[config.mk]
export PLATFORM = sky130hd
export DESIGN_NAME = msi_cache_controller
export DESIGN_NICKNAME = d
export VERILOG_FILES = /design/src/rtl/msi_cache_controller.sv
export SDC_FILE = /design/constraint.sdc
export NUM_CORES = 1
export LEC_CHECK = 0
export CAP_MARGIN = 20
export CORE_AREA = 5 5 67 69
export DETAILED_ROUTE_END_ITERATION = 8
export DIE_AREA = 0 0 72 74
export GPL_TIMING_DRIVEN = 1
export PLACE_DENSITY = 0.9
export SYNTH_ARGS = -nofsm -noshare
export SYNTH_HDL_FRONTEND = slang
export SYNTH_SLANG_ARGS = --single-unit
[constraint.sdc]
create_clock -name clock -period 3.5 [get_ports clock]
set_input_delay 0.525 -clock clock [delete_from_list [all_inputs] [get_ports clock]]
set_output_delay 0.525 -clock clock [all_outputs]
set_load 0.005 [all_outputs]
[src/rtl/msi_cache_controller.sv]
// Two-line, direct-mapped MSI cache controller with a req/grant/ack bus port and a snoop port.
// Dirty victims are written back before the fill; snoop updates take priority over the local lookup.
module msi_cache_controller (
    input  logic       clock,
    input  logic       resetn,
    input  logic       execute_instruction,
    input  logic       instruction,
    input  logic [2:0] address,
    input  logic [3:0] data_in,
    output logic [3:0] data_out,
    output logic       done,
    output logic       miss,
    output logic       bus_req,
    input  logic       bus_grant,
    output logic [1:0] bus_op,
    output logic [2:0] bus_addr,
    output logic [3:0] bus_wdata,
    input  logic       bus_ack,
    input  logic [3:0] mem_rdata,
    input  logic       snoop_valid,
    input  logic [1:0] snoop_op,
    input  logic [2:0] snoop_addr,
    output logic       snoop_flush,
    output logic [3:0] snoop_data
);

    localparam logic [2:0] IDLE      = 3'd0;
    localparam logic [2:0] LOOKUP    = 3'd1;
    localparam logic [2:0] WB_REQ    = 3'd2;
    localparam logic [2:0] WB_WAIT   = 3'd3;
    localparam logic [2:0] FILL_REQ  = 3'd4;
    localparam logic [2:0] FILL_WAIT = 3'd5;
    localparam logic [2:0] COMPLETE  = 3'd6;

    localparam logic [1:0] ST_I = 2'd0;
    localparam logic [1:0] ST_S = 2'd1;
    localparam logic [1:0] ST_M = 2'd2;

    localparam logic [1:0] OP_NONE = 2'b00;
    localparam logic [1:0] OP_RD   = 2'b01;
    localparam logic [1:0] OP_RDX  = 2'b10;
    localparam logic [1:0] OP_WB   = 2'b11;

    logic [2:0] state;
    logic       exec_q;
    logic       req_write;
    logic [2:0] req_addr;
    logic [3:0] req_data;

    logic [1:0] line_state [2];
    logic [1:0] line_tag   [2];
    logic [3:0] line_data  [2];

    logic idx, sidx, hit, snoop_match, snoop_to_s, snoop_to_i, lookup_blocked;

    assign idx  = req_addr[0];
    assign sidx = snoop_addr[0];
    assign hit  = (line_state[idx] != ST_I) && (line_tag[idx] == req_addr[2:1]);

    assign snoop_match = snoop_valid && (line_state[sidx] != ST_I)
                         && (line_tag[sidx] == snoop_addr[2:1]);
    assign snoop_to_s  = snoop_match && (snoop_op == OP_RD) && (line_state[sidx] == ST_M);
    assign snoop_to_i  = snoop_match && (snoop_op == OP_RDX);
    assign snoop_flush = snoop_match && (line_state[sidx] == ST_M)
                         && ((snoop_op == OP_RD) || (snoop_op == OP_RDX));
    assign snoop_data  = snoop_flush ? line_data[sidx] : '0;

    // A snoop changing the line under lookup defers the lookup by one cycle.
    assign lookup_blocked = (snoop_to_s || snoop_to_i) && (sidx == idx);

    assign done = (state == COMPLETE);

    always_comb begin
        bus_req   = 1'b0;
        bus_op    = OP_NONE;
        bus_addr  = '0;
        bus_wdata = '0;
        case (state)
            WB_REQ, WB_WAIT: begin
                bus_req   = 1'b1;
                bus_op    = OP_WB;
                bus_addr  = {line_tag[idx], idx};
                bus_wdata = line_data[idx];
            end
            FILL_REQ, FILL_WAIT: begin
                bus_req  = 1'b1;
                bus_op   = req_write ? OP_RDX : OP_RD;
                bus_addr = req_addr;
            end
            default: ;
        endcase
    end

    always_ff @(posedge clock or negedge resetn) begin
        if (!resetn) begin
            state     <= IDLE;
            exec_q    <= 1'b0;
            req_write <= 1'b0;
            req_addr  <= '0;
            req_data  <= '0;
            data_out  <= '0;
            miss      <= 1'b0;
            for (int unsigned i = 0; i < 2; i++) begin
                line_state[i] <= ST_I;
                line_tag[i]   <= '0;
                line_data[i]  <= '0;
            end
        end else begin
            exec_q <= execute_instruction;

            // Snoop first; local line writes below are later and win when they occur.
            if (snoop_to_s) line_state[sidx] <= ST_S;
            if (snoop_to_i) line_state[sidx] <= ST_I;

            case (state)
                IDLE: begin
                    if (execute_instruction && !exec_q) begin
                        req_write <= instruction;
                        req_addr  <= address;
                        req_data  <= data_in;
                        state     <= LOOKUP;
                    end
                end
                LOOKUP: begin
                    if (!lookup_blocked) begin
                        miss <= !hit;
                        if (hit) begin
                            if (!req_write) begin
                                data_out <= line_data[idx];
                                state    <= COMPLETE;
                            end else if (line_state[idx] == ST_M) begin
                                line_data[idx] <= req_data;
                                state          <= COMPLETE;
                            end else begin
                                state <= FILL_REQ;
                            end
                        end else if (line_state[idx] == ST_M) begin
                            state <= WB_REQ;
                        end else begin
                            state <= FILL_REQ;
                        end
                    end
                end
                WB_REQ:   if (bus_grant) state <= WB_WAIT;
                WB_WAIT: begin
                    if (bus_ack) begin
                        line_state[idx] <= ST_I;
                        state           <= FILL_REQ;
                    end
                end
                FILL_REQ: if (bus_grant) state <= FILL_WAIT;
                FILL_WAIT: begin
                    if (bus_ack) begin
                        line_tag[idx] <= req_addr[2:1];
                        if (req_write) begin
                            line_data[idx]  <= req_data;
                            line_state[idx] <= ST_M;
                        end else begin
                            line_data[idx]  <= mem_rdata;
                            line_state[idx] <= ST_S;
                            data_out        <= mem_rdata;
                        end
                        state <= COMPLETE;
                    end
                end
                COMPLETE: state <= IDLE;
                default:  state <= IDLE;
            endcase
        end
    end

endmodule

## Word-level counts from Yosys, hierarchy flattened

Cells that the tools add are included.

- Order comparisons: 4
- Eq/ne operators: 24
- Mux-type cells: 63
- Bitwise gates (word level): 16
- Reduce and logical (&&, ||, !) cells: 29

Operator list:

| kind | number |
|---|---|
| $mux 4 | 19 |
| $mux 8 | 6 |
| $mux 2 | 17 |
| $mux 3 | 8 |
| $ne 2x2->1 const B | 11 |
| $pmux 3 s6 | 1 |
| $reduce_and 6->1 | 3 |
| $bwmux 8 | 2 |
| $pmux 4 s2 | 2 |
| $pmux 8 s2 | 1 |
| $logic_and 1x1->1 | 12 |
| $eq 3x3->1 const B | 3 |
| $and 4x4->4 | 2 |
| $not 4->4 | 2 |
| $and 2x2->2 | 3 |
| $eq 2x2->1 const B | 3 |
| $eq 3x2->1 const B | 2 |
| $not 2->2 | 3 |
| $or 2x2->2 | 3 |
| $pmux 3 s2 | 1 |
| $reduce_and 2->1 | 3 |
| $reduce_bool 2->1 | 3 |
| $bwmux 4 | 1 |
| $demux 2 s1 | 2 |
| other kinds (16) | 23 |

- Register bits: 33
- Output and inout bits: 21

## Longest topological paths before layout

Gate-level depths: netlist of the first run.

- Word-level depth: 16
- Depth in mapped cells: 8
- Depth with buffers taken out: 8

## Least setup slack after synthesis of the first run

Ideal clock, no wire load.

- Path type: input port to output port
- Start point: input snoop_addr[0]
- End point: output snoop_data[0]
- Data arrival time: 1.918 ns
- Required time: 2.975 ns
- Path slack: 1.057 ns
- Cell stages on the path: 6
- Buffers on the path: 1
- Cells stage by stage: buf_6 > mux2i_4 > xnor2_1 > or3_4 > or3_1 > nor2_1

- Longest elaborated chain between the ends: 10

RTL lines:

| element | RTL line | text |
|---|---|---|
| from (decl) | 22 | `input logic [2:0] snoop_addr,` |
| $not 1->2 (not written as such) * | -- |  |
| $mux 2 (not written as such) (3 in series) | 60, 64 |  |
| $reduce_bool 2->1 | 60 | `assign snoop_match = snoop_valid && (line_state[sidx] != ST_I)` |
| $logic_and 1x1->1 | 60 |  |
| $logic_and 1x1->1 | 61 | `&& (line_tag[sidx] == snoop_addr[2:1]);` |
| $logic_and 1x1->1 | 64 | `assign snoop_flush = snoop_match && (line_state[sidx] == ST_M)` |
| $logic_and 1x1->1 | 65 | `&& ((snoop_op == OP_RD) \|\| (snoop_op == OP_RDX));` |
| $mux 4 * | 66 | `assign snoop_data = snoop_flush ? line_data[sidx] : '0;` |
| to (decl) | 24 | `output logic [3:0] snoop_data` |

Mark *: on every way between the ends. The rest lies on a longest branch, timed or not. The select of a mux whose other input is x is not followed.

## Worst setup path after layout of the first run

- Start point: input snoop_addr[0]
- End point: output snoop_data[1]

Same word-level chain as after synthesis.

==> results.yml, run 1 <==
worst_setup_path:
  crit_required_ns: 2.97
  criticalPathCategory: "input pin to primary output"
  endpoint: "snoop_data[1]"
  ff2ff_setup_slack_ns: 0.90
  ff2ff_path_depth: 6
  cp_data_arrival_time_ns: 2.76
  cp_max_fo: 5
  startpoint: "snoop_addr[0]"
  worstSetupEndpointType: "primary output"
  rr_endpoint: "line_data[3]"
  startpoint_type: "input pin"
  timing.rr.start: "req_addr[0]"
yosys:
  yosys_most_used_dff: "dfrtp_1"
  synth.top_cell.area_share: 0.4037
  syn_area_um2: 2046
  synthTopCellsByArea: "dfrtp_1 (40%), mux2_2 (8.8%), mux2_1 (7.2%), mux2i_1 (5.9%), nor2_1 (4.6%)"
  synth-edff-count: 0
  yosysTopAreaCell: "dfrtp_1"
  synth_cell_type_count: 50
  yosysWarnings: 0
  avgSynthCellArea_um2: 10.33
  ys_seq_area_frac: 0.4037
  synth-seq-cells: 33
  synth_async_sr_flop_share: 1.000
  synthCells: 198
  synth_nets: 223
final_layout:
  syn_to_final_growth_pct: 27.22
  nets: 268
  antennaDiodeCount: 0
  drive_gt1_frac: 0.1721
  fill_cells: 308
  final_common_cell: "clkdlybuf4s50_1"
  fin_util: 0.6749
  final_cell_mix: "clkdlybuf4s50_1 (42), dfrtp_1 (33), nor2_1 (25)"
  instances_no_fill: 294
  fin_area_um2: 2603
clock_tree:
  clk-insertion-delay-late_ns: 0.29
  cts_made_buffers: 5
  clk_pin_slew_worst_paths_ns: 0.07
  htree_levels: 2
  ctsHoldBuffers: 0
  cts_max_path_buffers: 2
  cts_root_buffer: "clkbuf_8"
  cts_setup_buffers: 0
  cts_tree: "built"
  clock-sinks: 33
power:
  switching_share: 0.4041
  power_mw: 2.085
  powerDensity_nw_per_um2: 801.2
  pwr-share-comb: 0.487
  seq_power_share: 0.377
  p_sw_uw: 842.7
  p_clk_frac: 0.137
  p_leak_nw: 1.095
  p_int_mw: 1.242
  peakVddDrop_uv: 501.5
global_route:
  gr-total-overflow: 0
  grt_pass1_wl_um: 8217
  grt_max_degree: 34
  grtUsageTotal: 0.1991
  antenna_found_initial: 0
  grt_pass1_vias: 1749
sta:
  max-slew-margin-rel: 0.5172
  hold_viol: 0
  timing.final.ws_setup_ns: 0.2152
  fin_crit_sh: 0.9385
  fmax_ghz: 0.3044
  finalCriticalPeriod_ns: 3.285
  maxSlewViolCount: 0
  worst_pin_slew_ns: 0.7243
  finClkSkew_ns: 0.006394
  setup_viol: 0
  rsz0062_at_grt: "no"
placement:
  gp_congestion: 0.9142
  io_buffers: 43
  hpwlAfterDp_um: 3685
  dpl.cell_count: 286
  place_ws_ns: -0.07957
  place_area_um2: 2512
detailed_routing:
  ant_nets: 0
  drt_pass1_iterations: 4
  wl_per_cell_um: 16.65
  drt_iter0_drc: 122
  via_per_inst: 5.612
  remaining_drc_errors: 0
  wirelength_um: 4895
  via_count: 1650
hold_path:
  min_from: "data_out[3]"
  hold_class: "register to register"
die:
  die-height_um: 74
  die_area_um2: 5328
  rows: 23
  initial_core_util: 0.5305
  ios: 44
  dieWidth_um: 72
  core_um2: 3856
status:
  status: "completed"
run:
  drv_cap: 0
## area by class of cell
| type | instances | area [µm²] | area share |
|---|---|---|---|
| clock buffers | 5 | 68.82 | 0.02644 |
| inverters | 8 | 30.03 | 0.01154 |
| clock inverters | 3 | 17.52 | 0.006731 |
| multi-input cells | 147 | 1131 | 0.4346 |
| well taps | 50 | 62.56 | 0.02404 |
| repair buffers | 48 | 466.7 | 0.1793 |
| flip-flops and latches | 33 | 825.8 | 0.3173 |
## metal layers
metal | share of wire | GRT usage | vias up
met5 | 0 | 0 | -
met4 | 0.014 | 0.07516 | 0
met3 | 0.058 | 0.05541 | 10
met2 | 0.52 | 0.3510 | 66
met1 | 0.41 | 0.2322 | 780
li1 | - | - | 794
## worst max-delay path, cell delays in order
cell             delay, ns
dlygate4sd2_1         0.30
buf_4                 0.16
or3b_1                0.16
o311ai_1              0.13
or3_4                 0.42
or3_4                 0.42
nor2_1                0.13
clkdlybuf4s50_1       0.52
## power by group through the flow
stage	Clock, mW	Sequential (mW)	Combinational, mW
2_1_floorplan	0	0.667	0.747
3_3_place_gp	0	0.775	0.979
3_5_place_dp	0	0.787	1.01
4_1_cts	0.288	0.781	1.03
5_1_grt	0.304	0.814	1.14
6_report	0.285	0.785	1.02
## worst min-delay path by stage
stage | slack [ns] | to | depth (start not counted)
after floorplan | 0.23 | data_out[0] | 0
after detailed placement | 0.48 | data_out[3] | 1
after global placement | 0.48 | data_out[0] | 1
after CTS | 0.50 | data_out[3] | 1
final | 0.49 | data_out[3] | 1
after global routing | 0.51 | miss | 1
## through the flow
step | hold slack, ns | setup TNS [ns]
after global routing | 0.5111 | 0
after detailed placement | 0.4806 | -0.2671
after CTS | 0.4957 | 0
after global placement | 0.4763 | 0
after floorplan | 0.2294 | 0
final | 0.4915 | 0
## synth_stat cells (all sizes together), types with 2 or more instances
master and number:
a211oi 2, a21oi 9, buf 6, clkbuf 4
dfrtp 33, ha 2, inv 8, mux2 29
mux2i 13, nand2 16, nand2b 6, nand3 2
nand3b 2, nor2 25, nor3 3, o21ai 10
o22ai 2, o311ai 2, or3 2, xnor2 2
xor2 3
## cell families after synthesis
family / Yosys count / synth area share
xor gates and xnor gates: 5 / 0.02508
AOI/OAI and AO/OA: 35 / 0.1205
muxes: 42 / 0.2294
buffers and inverters: 18 / 0.04587
adders and majority gates: 2 / 0.01223
and+or+nand+nor: 63 / 0.1633
DFF: 33 / 0.4037
## state kept, by name (all words and copies together) (netlist names)
signal,cells
exec_q,1
miss,1
state,3
data_out,4
req_addr,3
line_state,4
line_data,8
line_tag,4
req_write,1
req_data,4
## timing repair
item,CTS,global route
endpoints found under the hold margin,0,0
gates resized for setup,2,0
endpoints found under the setup margin,5,0
No activity file was read; power rests on OpenSTA's default activity.
==> run 2: changes to the inputs <==
CORE_AREA = 4 4 66 68   (was 5 5 67 69)
DIE_AREA = 0 0 70 72   (was 0 0 72 74)
==> results.yml, run 2 (same netlist as run 1, synthesis figures left out) <==
sta:
  rsz0062_at_grt: "no"
  worst_pin_slew_ns: 0.7448
  finClkSkew_ns: 0.01014
  fin_crit_sh: 0.9366
  max-slew-margin-rel: 0.5034
  setup_viol: 0
  hold_viol: 0
  fmax_ghz: 0.3050
  finalCriticalPeriod_ns: 3.278
  timing.final.ws_setup_ns: 0.2218
  maxSlewViolCount: 0
detailed_routing:
  via_per_inst: 5.656
  drt_pass1_iterations: 4
  ant_nets: 0
  via_count: 1663
  wl_per_cell_um: 16.30
  remaining_drc_errors: 0
  wirelength_um: 4791
  drt_iter0_drc: 181
final_layout:
  final_common_cell: "clkdlybuf4s50_1"
  instances_no_fill: 294
  fill_cells: 298
  syn_to_final_growth_pct: 28.68
  nets: 268
  fin_util: 0.6827
  drive_gt1_frac: 0.1680
  final_cell_mix: "clkdlybuf4s50_1 (42), dfrtp_1 (33), nor2_1 (25)"
  fin_area_um2: 2633
  regMostFlops: "line_data"
  largest_reg_flops: 8
  antennaDiodeCount: 0
clock_tree:
  cts_tree: "built"
  htree_levels: 2
  cts_made_buffers: 5
  cts_root_buffer: "clkbuf_8"
  clk-insertion-delay-late_ns: 0.29
  clock-sinks: 33
  clk_pin_slew_worst_paths_ns: 0.07
  cts_max_path_buffers: 2
die:
  rows: 23
  initial_core_util: 0.5305
  die-height_um: 72
  die_area_um2: 5040
  ios: 44
  core_um2: 3856
  dieWidth_um: 70
global_route:
  grt_pass1_wl_um: 7969
  grtUsageTotal: 0.2027
  gr-total-overflow: 0
  grt_max_degree: 34
  antenna_found_initial: 0
  grt_pass1_vias: 1680
placement:
  place_ws_ns: -0.07846
  io_buffers: 43
  dpl.cell_count: 286
  place_area_um2: 2512
  gp_congestion: 0.8972
  hpwlAfterDp_um: 3549
worst_setup_path:
  crit_chain: "dlygate4sd2_1, buf_4, or3b_1, o311ai_1, or3_4, or3_4, nor2_1, clkdlybuf4s50_1"
  worstSetupEndpointType: "primary output"
  rr_endpoint: "line_data[0]"
  max_stage_delay_ns: 0.52
  ff2ff_path_depth: 6
  timing.rr.start: "req_addr[0]"
  cp_max_fo: 5
  criticalPathCategory: "input pin to primary output"
  cp_common_cell: "or3_4"
  cp_data_arrival_time_ns: 2.75
  crit_required_ns: 2.97
  slowest_stage: "clkdlybuf4s50_1"
  ff2ff_setup_slack_ns: 0.83
  startpoint_type: "input pin"
power:
  peakVddDrop_uv: 489.5
  p_leak_nw: 1.109
  power_mw: 2.171
  powerDensity_nw_per_um2: 824.8
hold_path:
  holdPathEnd: "data_out[3]"
  hold_class: "register to register"
  hold_depth: 1
  min_from: "data_out[3]"
run:
  drv_cap: 0
status:
  status: "completed"
==> run 2: cell count changes in the layout (fill, tap and decap cells not counted), sizes merged <==
cell      change
bufinv        +1
clkinv        -2
clkinvlp      -1
clkbuf        +2
==> run 2: through the flow <==
stage | setup TNS, ns | hold WS, ns
3_3_place_gp | 0 | 0.4758
3_5_place_dp | -0.2273 | 0.4799
2_1_floorplan | 0 | 0.2294
5_1_grt | 0 | 0.5112
4_1_cts | 0 | 0.4952
6_report | 0 | 0.4911
==> run 2: worst max-delay path: cells and delay by family <==
kind            cells  cell delay (ns)
compound gates      1             0.12
buf+inv             3             0.98
simple gates        4             1.13
==> run 2: area by class of cell <==
type,instances,area (µm²),share of cell area
inverters,8,30.03,0.01141
flip-flops and latches,33,825.8,0.3137
well taps,50,62.56,0.02376
repair buffers,48,466.7,0.1773
clock inverters,1,30.03,0.01141
clock buffers,7,86.33,0.03279
multi-input cells,147,1131,0.4297
==> run 2: power by group <==
group	switching, mW	leakage, nW	internal, mW
logic	0.470	0.645	0.548
clock network	0.137	0.0585	0.232
registers	0.227	0.406	0.557
total	0.834	1.11	1.34
==> run 2: worst max path at each step <==
stage | slack, ns | startpoint | to | cells after the start
after global routing | 0.12 | snoop_addr[0] | snoop_data[0] | 8
final | 0.22 | snoop_addr[0] | snoop_data[1] | 8
after CTS | 0.22 | snoop_addr[0] | snoop_data[1] | 8
after global placement | 0.02 | snoop_addr[0] | snoop_data[3] | 8
after floorplan | 1.06 | snoop_addr[0] | snoop_data[0] | 6
after detailed placement | -0.08 | snoop_addr[0] | snoop_data[1] | 8
==> run 2: what timing repair did <==
| item | in CTS | in global routing |
|---|---|---|
| hold endpoints to repair | 0 | 0 |
| setup buffers | 0 | 0 |
| hold buffers | 0 | 0 |
| endpoints found under the setup margin | 4 | 0 |
| resized for setup | 2 | 0 |
==> run 2: layer usage <==
metal	GRT usage	routed length, µm
met1	0.2507	2057
met2	0.3400	2313
met3	0.04848	290
met4	0.08936	129
met5	0	0
==> run 3: changes to the inputs <==
SKIP_CTS_REPAIR_TIMING = 1   (was not set)
SKIP_LAST_GASP = 1   (was not set)
==> results.yml, run 3 (same netlist as run 1, synthesis figures left out) <==
status:
  status: "completed"
clock_tree:
  cts_made_buffers: 5
  cts_max_path_buffers: 2
  cts_root_buffer: "clkbuf_8"
  cts_tree: "built"
  clk-insertion-delay-late_ns: 0.29
  clk_pin_slew_worst_paths_ns: 0.07
  clock-sinks: 33
  htree_levels: 2
worst_setup_path:
  startpoint: "snoop_addr[0]"
  crit_required_ns: 2.97
  startpoint_type: "input pin"
  cp_common_cell: "or3_4"
  worstSetupEndpointType: "primary output"
  timing.rr.start: "req_addr[0]"
  criticalPathCategory: "input pin to primary output"
  max_stage_delay_ns: 0.52
  crit_chain: "dlymetal6s2s_1, buf_4, or3b_1, o311ai_1, or3_4, or3_4, nor2_1, clkdlybuf4s50_1"
  cp_max_fo: 5
  slowest_stage: "clkdlybuf4s50_1"
  cp_data_arrival_time_ns: 2.65
global_route:
  grt_pass1_vias: 1679
  grtUsageTotal: 0.2027
  grt_max_degree: 34
  gr-total-overflow: 0
  antenna_found_initial: 0
  grt_pass1_wl_um: 7969
final_layout:
  seq_area_um2: 825.8
  final_cell_mix: "clkdlybuf4s50_1 (42), dfrtp_1 (33), nor2_1 (25)"
  fin_util: 0.6836
  final_common_cell: "clkdlybuf4s50_1"
  regMostFlops: "line_data"
  nets: 268
  drive_gt1_frac: 0.1680
  largest_reg_flops: 8
  syn_to_final_growth_pct: 28.87
  multi_input_area_um2: 1131
  antennaDiodeCount: 0
  fill_cells: 296
power:
  p_int_mw: 1.337
  switching_share: 0.3841
  p_leak_nw: 1.117
  seq_power_share: 0.361
  powerDensity_nw_per_um2: 823.7
  pwr-share-comb: 0.469
  p_sw_uw: 834.2
  peakVddDrop_uv: 489.5
  p_clk_frac: 0.170
hold_path:
  hold_class: "register to register"
  min_from: "data_out[3]"
die:
  dieWidth_um: 70
  initial_core_util: 0.5305
  rows: 23
  die_area_um2: 5040
  ios: 44
  core_um2: 3856
  die-height_um: 72
placement:
  io_buffers: 43
  hpwlAfterDp_um: 3549
  gp_congestion: 0.8972
detailed_routing:
  drt_pass1_iterations: 4
  via_count: 1660
  wl_per_cell_um: 16.30
  remaining_drc_errors: 0
  ant_nets: 0
  via_per_inst: 5.646
  wirelength_um: 4791
  drt_iter0_drc: 181
sta:
  holdWs_ns: 0.4911
  setup_viol: 0
  worst_pin_slew_ns: 0.7448
  fmax_ghz: 0.3151
  fin_crit_sh: 0.9067
  rsz0062_at_grt: "no"
  finalCriticalPeriod_ns: 3.174
  max-slew-margin-rel: 0.5034
  hold_viol: 0
  maxSlewViolCount: 0
  finClkSkew_ns: 0.01011
run:
  drv_cap: 0
[run 3: cell types whose count changed in the layout (fill, tap and decap cells not counted), sizes merged]
cell          change
dlymetal6s2s      +1
dlygate4sd2       -1
[run 3: area by class of cell]
| type | instances | share of cell area |
|---|---|---|
| Clock buffer | 7 | 0.03275 |
| Clock inverter | 1 | 0.01139 |
| Tap cell | 50 | 0.02373 |
| Multi-Input combinational cell | 147 | 0.4290 |
| Sequential cell | 33 | 0.3132 |
| Timing Repair Buffer | 48 | 0.1785 |
| Inverter | 8 | 0.01139 |
[run 3: through the flow]
step / setup WS (ns) / instance area [µm²] / std cells / setup TNS (ns) / power (mW)
global placement: 0.02342 / 2512 / 286 / 0 / 1.756
global route: 0.2317 / 2636 / 294 / 0 / 2.323
floorplan: 1.057 / 2046 / 198 / 0 / 1.414
finish: 0.3265 / 2636 / 294 / 0 / 2.172
detailed placement: -0.07846 / 2512 / 286 / -0.2273 / 1.797
CTS: -0.1035 / 2629 / 294 / -0.3272 / 2.171
[run 3: per-layer routing]
layer,vias to the layer above,track usage,routed length (µm)
met5,-,0,0
met1,791,0.2507,2058
met2,69,0.3400,2311
li1,789,-,-
met4,0,0.08936,129
met3,11,0.04848,291
[run 3: worst max-delay path, delay by kind of cell]
family          cells  cell delay (ns)
compound gates      1             0.12
simple gates        4             1.13
buf+inv             3             0.88
[run 3: final timing paths]
path / end / slack [ns] / depth (start not counted)
max in group asynchronous: line_tag[3] / 2.55 / 2
min reg2reg: data_out[3] / 0.49 / 1
min in group asynchronous: exec_q / 0.64 / 2
min: data_out[3] / 0.49 / 1
max: snoop_data[1] / 0.33 / 8
max reg2reg: line_data[0] / 0.83 / 6
[run 3: power groups by stage]
stage	Sequential [mW]	Clock, mW	Combinational, mW
final	0.784	0.369	1.02
after global routing	0.814	0.393	1.12
after floorplan	0.667	0	0.747
after detailed placement	0.787	0	1.01
after global placement	0.775	0	0.981
after CTS	0.780	0.373	1.02
